[src/rtl/bw_io_impctl_dtl_avgctl.sv]
// Averaging up/down controller for the impedance-control loop: integrates the
// comparator over WIN sample strobes, decides INC/DEC/HOLD, steps the code on the next update.
// Latency: decision on the deciding sample edge, code step on the following update edge; no backpressure.
//
// Ports:
//   clk, reset          : single clock, synchronous active-high reset
//   sclk_en, updclk_en  : single-cycle sample / update strobes
//   avgcntr_rst         : clears the averaging window and any pending step
//   bypass, bypass_code : force the code to bypass_code on each update strobe
//   comp_out            : pad comparator result, 1 votes up, 0 votes down
//   code, code_upd      : registered impedance code and its one-cycle change pulse
//   lock                : loop has held for LOCK_N consecutive windows
module bw_io_impctl_dtl_avgctl #(
  parameter int                 CODE_W   = 8,
  parameter int                 WIN      = 16,
  parameter int                 THRESH   = 4,
  parameter logic [CODE_W-1:0]  CODE_RST = CODE_W'('h40),
  parameter int                 LOCK_N   = 3
) (
  input  logic              clk,
  input  logic              reset,
  input  logic              sclk_en,
  input  logic              updclk_en,
  input  logic              avgcntr_rst,
  input  logic              bypass,
  input  logic [CODE_W-1:0] bypass_code,
  input  logic              comp_out,
  output logic [CODE_W-1:0] code,
  output logic              code_upd,
  output logic              lock
);

  localparam int SW = $clog2(WIN);
  // Two extra bits: one for sign, one so +WIN/-WIN cannot wrap.
  localparam int AW = SW + 2;

  localparam logic signed [AW-1:0] P_ONE = AW'(1);
  localparam logic signed [AW-1:0] N_ONE = AW'(-1);
  localparam logic signed [AW-1:0] THR_P = AW'(THRESH);
  localparam logic signed [AW-1:0] THR_N = AW'(-THRESH);
  localparam logic [SW-1:0]        LAST  = SW'(WIN - 1);

  localparam logic [0:0] ST_ACCUM = 1'b0;
  localparam logic [0:0] ST_PEND  = 1'b1;

  localparam logic [1:0] PEND_NONE = 2'd0;
  localparam logic [1:0] PEND_INC  = 2'd1;
  localparam logic [1:0] PEND_DEC  = 2'd2;

  logic [0:0]            state;
  logic signed [AW-1:0]  acc;
  logic [SW-1:0]         scnt;
  logic [1:0]            pend;
  logic [3:0]            hcnt;

  logic signed [AW-1:0]  acc_nxt;
  logic [3:0]            hcnt_inc;
  logic                  hold_lock;
  logic [CODE_W-1:0]     code_up;
  logic [CODE_W-1:0]     code_dn;

  always_comb begin
    acc_nxt   = acc + (comp_out ? P_ONE : N_ONE);
    hcnt_inc  = (hcnt == 4'hF) ? 4'hF : hcnt + 4'd1;
    // Compare hcnt+1 in 5 bits so 15+1 does not wrap to 0.
    hold_lock = (({1'b0, hcnt} + 5'd1) >= 5'(LOCK_N));
    code_up   = (code == {CODE_W{1'b1}}) ? code : code + CODE_W'(1);
    code_dn   = (code == {CODE_W{1'b0}}) ? code : code - CODE_W'(1);
  end

  always_ff @(posedge clk) begin
    if (reset) begin
      state    <= ST_ACCUM;
      acc      <= '0;
      scnt     <= '0;
      pend     <= PEND_NONE;
      hcnt     <= '0;
      code     <= CODE_RST;
      code_upd <= 1'b0;
      lock     <= 1'b0;
    end else begin
      code_upd <= 1'b0;
      if (bypass) begin
        // Loop is frozen at an empty window; only the update strobe matters.
        state <= ST_ACCUM;
        acc   <= '0;
        scnt  <= '0;
        pend  <= PEND_NONE;
        hcnt  <= '0;
        lock  <= 1'b0;
        if (updclk_en) begin
          code     <= bypass_code;
          code_upd <= 1'b1;
        end
      end else if (avgcntr_rst) begin
        // code and lock deliberately keep their values.
        state <= ST_ACCUM;
        acc   <= '0;
        scnt  <= '0;
        pend  <= PEND_NONE;
        hcnt  <= '0;
      end else begin
        case (state)
          ST_ACCUM: begin
            if (sclk_en) begin
              if (scnt == LAST) begin
                acc  <= '0;
                scnt <= '0;
                if (acc_nxt >= THR_P) begin
                  pend  <= PEND_INC;
                  hcnt  <= '0;
                  lock  <= 1'b0;
                  state <= ST_PEND;
                end else if (acc_nxt <= THR_N) begin
                  pend  <= PEND_DEC;
                  hcnt  <= '0;
                  lock  <= 1'b0;
                  state <= ST_PEND;
                end else begin
                  hcnt <= hcnt_inc;
                  if (hold_lock) begin
                    lock <= 1'b1;
                  end
                end
              end else begin
                acc  <= acc_nxt;
                scnt <= scnt + SW'(1);
              end
            end
          end
          ST_PEND: begin
            // Samples arriving while a step is pending are ignored.
            if (updclk_en) begin
              code     <= (pend == PEND_INC) ? code_up : code_dn;
              code_upd <= 1'b1;
              pend     <= PEND_NONE;
              state    <= ST_ACCUM;
            end
          end
          default: begin
            state <= ST_ACCUM;
            pend  <= PEND_NONE;
          end
        endcase
      end
    end
  end

endmodule

[config.mk]
export PLATFORM = sky130hd
export DESIGN_NAME = bw_io_impctl_dtl_avgctl
export DESIGN_NICKNAME = d
export VERILOG_FILES = /design/src/rtl/bw_io_impctl_dtl_avgctl.sv
export SDC_FILE = /design/constraint.sdc
export NUM_CORES = 1
export LEC_CHECK = 0
export CAP_MARGIN = 15
export CORE_ASPECT_RATIO = 0.7
export CORE_MARGIN = 2
export CORE_UTILIZATION = 40
export CTS_CLUSTER_SIZE = 10
export DETAILED_ROUTE_END_ITERATION = 16
export GPL_TIMING_DRIVEN = 0
export SETUP_SLACK_MARGIN = 0.3
export SLEW_MARGIN = 20
export SYNTH_ARGS = -nofsm -noshare
export SYNTH_HDL_FRONTEND = slang
export SYNTH_SLANG_ARGS = --single-unit
[constraint.sdc]
create_clock -name clk -period 3 [get_ports clk]
set_input_delay 0.9 -clock clk [delete_from_list [all_inputs] [get_ports clk]]
set_output_delay 0.9 -clock clk [all_outputs]
set_load 0.02 [all_outputs]
==> results_dict.tcl, run 1 <==
set metrics [dict create \
    worst_pin_slew_ps 728 \
    diodes 0 \
    start_util 0.415 \
    cts_htree_levels 1 \
    portBuffers 23 \
    leakage_uw 0.000844 \
    synth_edf_count 0 \
    regArea_um2 541 \
    synth_area_um2 1800 \
    grt_pass1_vias 1347 \
    pwr-share-seq 0.483 \
    cts_made_buffers 3 \
    fin_crit_sh 0.859 \
    use_met1 0.265 \
    crit_path_max_fanout 6 \
    start_kind "input pin" \
    clkPwrFrac 0.262 \
    timing.fmax_mhz 388 \
    synth_flop_cell "dfxtp_1" \
    core-area_um2 4330 \
    layout.nets 267 \
    finalSetupTns_ps 0 \
    rsz0062_at_grt "false" \
    cts_max_path_buffers 2 \
    hold_start "pend[0]" \
    clock_skew_ps 3.44 \
    grt_first_pass_wirelength_mm 6.60 \
    grt_use_met3 0.0387 \
    syn_area_per_cell_um2 8.76 \
    max_cap_violations 0 \
    ys_seq_area_frac 0.301 \
    grt_most_used_layer "met1" \
    power_density_nw_per_um2 361 \
    hp-class "flop to flop" \
    cts_sinks 27 \
    multi_input_area_um2 1240 \
    status "finished clean" \
    grt-ovfl-total 0 \
    worstHoldEndpoint "pend[0]" \
    crit-reg2reg-launch "pend[1]" \
    via_count 1523 \
    grt_max_degree 15 \
    cp.required_ps 3160 \
    cts_root_buf "clkbuf_8" \
    place_inst 283 \
    io_pins 25 \
    viasPerCell 5.25 \
    cp-end-kind "flop" \
    grt_antenna_before_repair 0 \
    p_int_uw 564 \
    r2r-end "code[6]" \
    wl_mm 4.02 \
    layoutNonFillerInstCount 290 \
    slew_viol_final 0 \
    drive_gt1_frac 0.0894 \
    cts_hold_buffers 0 \
    drc 0 \
    die_h_um 60.1 \
    die_w_um 84.1 \
    power_frac_comb 0.255 \
    hold_viol_final 0 \
    met2_usage 0.227 \
    setup_viol 0 \
    swShare 0.292 \
    slew-limit-headroom 0.511 \
    ys_warn_count 0 \
    syn-instance-count 205 \
    rows 20 \
    min_path_cells 2 \
    ir_worst_vdd_mv 0.175 \
    min_period_ps 2580 \
    post_drt_wl_per_cell_um 13.8 \
    path_clk_slew_ps 90 \
    place.gp.congestion 0.923 \
    die_area_um2 5050 \
    arrival_ps 2730 \
    synthArstFlopShare 0 \
    postRouteAntennaNets 0 \
    fillers 413 \
    syn2layout_area_growth_pct 22.9 \
    cts_tree "yes" \
    hpwl_mm 3.03 \
    grtUsageTotal 0.166 \
    synth_cell_type_count 46 \
    drt-pass1-iter-count 4 \
    clk_latency_ps 270 \
    ff2ff_path_depth 8 \
    synth_nets 236 \
    p_sw_uw 232 \
    synth-seq-cells 27 \
    drt_iter0_drc 73 \
    reg2reg_slack_ps 790 \
    critical_path_class "input pin to flop" \
]
==> power by group through the flow <==
| stage | combinational [µW] | sequential (µW) | clock, µW |
|---|---|---|---|
| after floorplan | 121 | 399 | 0 |
| after global placement | 192 | 393 | 0 |
| after detailed placement | 191 | 393 | 0 |
| after CTS | 192 | 385 | 220 |
| after global routing | 226 | 388 | 233 |
| final | 203 | 385 | 208 |
==> final cells by class <==
cell class / count / area share
Buffer: 8 / 0.0147
Inverter: 6 / 0.0113
Tap cell: 55 / 0.0312
Timing Repair Buffer: 26 / 0.115
Sequential cell: 27 / 0.245
Multi-Input combinational cell: 164 / 0.563
Clock buffer: 4 / 0.0204
==> state kept, by name, summed over array words and instances, names as in the netlist <==
name and cells:
state 1, code 8, code_upd 1, acc 6
pend 2, scnt 4, lock 1, hcnt 4
==> timing repair <==
action,in CTS,in global routing
buffers inserted,0,3
endpoints found under the setup margin,9,7
pin swaps,1,3
gates resized for setup,4,5
==> layout by cell type, fill, tap and decap left out, types with 3 or more instances in the layout <==
| cell | n |
|---|---|
| dfxtp_1 | 27 |
| clkdlybuf4s50_1 | 22 |
| nor2_1 | 20 |
| nand2_1 | 17 |
| a21oi_1 | 14 |
| nand3_1 | 12 |
| ha_1 | 11 |
| clkbuf_1 | 7 |
| xnor2_1 | 7 |
| a211oi_1 | 7 |
| xor2_1 | 6 |
| nor3_1 | 6 |
| inv_1 | 5 |
| mux2i_1 | 4 |
| o211ai_1 | 4 |
| nand2b_1 | 3 |
| o21ai_0 | 3 |
| o21bai_1 | 3 |
| or3_1 | 3 |
| a32o_1 | 3 |
| o2111ai_1 | 3 |
| o211a_1 | 3 |
| ha_4 | 3 |
| clkbuf_8 | 3 |
| buf_4 | 3 |
==> metal layers <==
layer,vias up,wire length [µm]
met5,-,0
met2,23,1580
met3,2,158
li1,814,-
met1,684,2260
met4,0,13
==> critical path: stages <==
cell	delay [ps]
clkdlybuf4s15_2	240
inv_4	140
ha_4	220
a211oi_2	190
o21bai_1	120
a21oi_2	260
xnor2_4	190
mux2i_4	360
o31ai_1	110
==> cells in the mapped netlist, types with 3 or more instances <==
cell type,n,area (µm²)
or3_1,3,18.8
xor2_1,6,52.6
nand3_1,12,60.1
nand2b_1,3,18.8
o211ai_1,4,30.0
a211oi_1,7,52.6
a32o_1,3,30.0
o2111ai_1,3,26.3
dfxtp_1,27,541
o21bai_1,3,22.5
xnor2_1,7,61.3
mux2i_1,4,40.0
nor2_1,20,75.1
clkbuf_1,6,22.5
ha_1,14,175
inv_1,6,22.5
o211a_1,3,30.0
nor3_1,6,30.0
o21ai_0,3,15.0
nand2_1,17,63.8
a21oi_1,15,75.1
==> through the flow <==
stage          setup WS [ps]  total power [µW]  cell area (µm²)  hold WS, ps  utilization
6_report                 423               796             2210          491        0.510
3_5_place_dp            -412               584             2100          455        0.484
2_1_floorplan            407               520             1800          436            -
5_1_grt                  331               847             2210          516        0.510
4_1_cts                  333               797             2140          468        0.495
3_3_place_gp            -404               585             2100          446        0.484
==> kinds of logic after synthesis <==
kind of cell / after synthesis / synth area share
AO/OA/AOI/OAI: 54 / 0.218
XOR/XNOR: 15 / 0.0940
adder cells (fa/ha/maj): 16 / 0.120
buffers and inverters: 14 / 0.0306
flip-flops: 27 / 0.301
multiplexers: 5 / 0.0348
AND/OR/NAND/NOR: 74 / 0.202
==> how the worst max path moves through the flow <==
stage	from	end	slack [ps]
after global routing	comp_out	state	330
after global placement	comp_out	state	-400
after detailed placement	comp_out	state	-410
after floorplan	comp_out	state	410
final	comp_out	state	420
after CTS	comp_out	state	330
No activity file was read; power rests on OpenSTA's default activity.
==> inputs of run 2 (changes only) <==
--- a/config.mk
+++ b/config.mk
@@ -5,7 +5,7 @@
 export SDC_FILE = /design/constraint.sdc
 export NUM_CORES = 1
 export LEC_CHECK = 0
-export CAP_MARGIN = 15
+export CAP_MARGIN = 20
 export CORE_ASPECT_RATIO = 0.7
 export CORE_MARGIN = 2
 export CORE_UTILIZATION = 40
@@ -13,7 +13,6 @@
 export DETAILED_ROUTE_END_ITERATION = 16
 export GPL_TIMING_DRIVEN = 0
 export SETUP_SLACK_MARGIN = 0.3
-export SLEW_MARGIN = 20
 export SYNTH_ARGS = -nofsm -noshare
 export SYNTH_HDL_FRONTEND = slang
 export SYNTH_SLANG_ARGS = --single-unit
==> results of run 2 <==
Final layout, timing and power as in run 1 (identical DEF).
==> inputs of run 3 (changes only) <==
--- a/config.mk
+++ b/config.mk
@@ -7,7 +7,7 @@
 export LEC_CHECK = 0
 export CAP_MARGIN = 20
 export CORE_ASPECT_RATIO = 0.7
-export CORE_MARGIN = 2
+export CORE_MARGIN = 4
 export CORE_UTILIZATION = 40
 export CTS_CLUSTER_SIZE = 10
 export DETAILED_ROUTE_END_ITERATION = 16
==> run 3 against run 2 <==
Global-route usage shrank 1.4 points. Hold slack lost 22 ps. Fmax shrank 0.49%. Setup slack lost 13 ps. Flip-flop and latch count is the same. Power shrank 0.77%. Die area grew 12%. Non-clock buffer count shrank 2. Critical path type unchanged. Highest routed layer unchanged.
==> results_dict.tcl, run 3 (synthesis results as in run 1) <==
set metrics [dict create \
    die_w_um 88.1 \
    grt_pass1_vias 1407 \
    final_common_cell "dfxtp_1" \
    hold_viol_final 0 \
    post_drt_wl_per_cell_um 14.1 \
    start_util 0.415 \
    grt_max_degree 15 \
    leakage_uw 0.000835 \
    drt-pass1-iter-count 4 \
    grt_first_pass_wirelength_mm 6.79 \
    arrival_ps 2740 \
    path_clk_slew_ps 90 \
    critical_path_class "input pin to flop" \
    fin_crit_sh 0.863 \
    cp_top_family "simple AND/OR/NAND/NOR gates" \
    cts_max_path_buffers 2 \
    layout.nets 265 \
    grtUsageTotal 0.152 \
    drive_gt1_frac 0.0815 \
    hpwl_mm 3.13 \
    slowest_stage "or3_4" \
    place.gp.congestion 0.789 \
    grt_most_used_layer "met1" \
    cts_made_buffers 3 \
    via_count 1563 \
    final_cell_area_um2 2180 \
    rows 20 \
    clock_skew_ps 5.07 \
    met2_usage 0.208 \
    viasPerCell 5.43 \
    crit_path_max_fanout 6 \
    layoutNonFillerInstCount 288 \
    setup_viol 0 \
    cts_hold_buffers 0 \
    slowest_delay_ps 420 \
    hp-class "flop to flop" \
    largest_register_ffs 8 \
    power_uw 790 \
    diodes 0 \
    dpl_worst_slack_ps -414 \
    slew-limit-headroom 0.480 \
    status "finished clean" \
    crit_buf_inv 2 \
    cts_root_buf "clkbuf_8" \
    io_pins 25 \
    start_kind "input pin" \
    cp_cell_sequence "clkdlybuf4s15_2 -> inv_2 -> ha_4 -> a211oi_2 -> nor2_1 -> xor2_2 -> or3_4 -> mux2i_4 -> o31ai_1" \
    cts_htree_levels 1 \
    rsz0062_at_grt "false" \
    drc 0 \
    clk_latency_ps 270 \
    die_area_um2 5650 \
    ir_worst_vdd_mv 0.207 \
    whs_ps 468 \
    grt_use_met3 0.0348 \
    syn2layout_area_growth_pct 21.1 \
    portBuffers 23 \
    power_density_nw_per_um2 363 \
    min_period_ps 2590 \
    place_inst 283 \
    slew_viol_final 0 \
    placed_cell_area_um2 2100 \
    cp-end-kind "flop" \
    top_regs "code: 8 flops, acc: 6 flops" \
    use_met1 0.240 \
    top_register "code" \
    setup_ws_ps 410 \
    cp.required_ps 3150 \
    grt-ovfl-total 0 \
    drt_iter0_drc 76 \
    max_cap_violations 0 \
    die_h_um 64.1 \
    postRouteAntennaNets 0 \
    cts_tree "yes" \
    grt_antenna_before_repair 0 \
    core-area_um2 4330 \
    timing.fmax_mhz 386 \
    wl_mm 4.07 \
    worst_pin_slew_ps 773 \
    cts_sinks 27 \
    layout_common_cells "dfxtp_1, clkdlybuf4s50_1, nor2_1" \
]
## run 3: final timing paths
path                               start       to  slack, ps  cells after the start
worst max-delay path            comp_out    state        410                      9
worst min-delay path              acc[2]   acc[2]        470                      2
worst max register to register   pend[1]  code[6]        810                      8
worst min register to register    acc[2]   acc[2]        470                      2
## run 3: area by class of cell
type / instances / area [µm²]
Buffer: 8 / 32.5
Clock buffer: 4 / 45.0
Fill cell: 447 / 2150
Inverter: 6 / 22.5
Multi-Input combinational cell: 164 / 1230
Sequential cell: 27 / 541
Tap cell: 55 / 68.8
Timing Repair Buffer: 24 / 239
## run 3: power breakdown
group	leakage (µW)	switching [µW]	internal [µW]	total [µW]
logic	0.000593	102	95.7	198
registers	0.000219	16.1	369	385
clock network	0.0000228	112	95.2	207
total	0.000835	230	560	790
## run 3: repair_timing
| action | in CTS | in global routing |
|---|---|---|
| setup endpoints to repair | 9 | 7 |
| gates resized for setup | 4 | 5 |
| setup buffers | 0 | 1 |
| pin swaps | 0 | 4 |
## run 3: worst min-delay path, stage by stage (launching register included)
cell	delay [ps]
dfxtp_1	320
nand2_1	60
a21oi_1	50
## run 3: layer usage
metal,vias to the layer above,part of all wire
met5,-,0
met4,0,0.0042
met3,2,0.030
met2,22,0.41
met1,735,0.55
li1,804,-
## run 3: per-stage QoR
stage | setup TNS, ps | utilization
after floorplan | 0 | -
after global placement | -3130 | 0.484
after detailed placement | -3150 | 0.484
after CTS | 0 | 0.495
after global routing | 0 | 0.503
final | 0 | 0.503
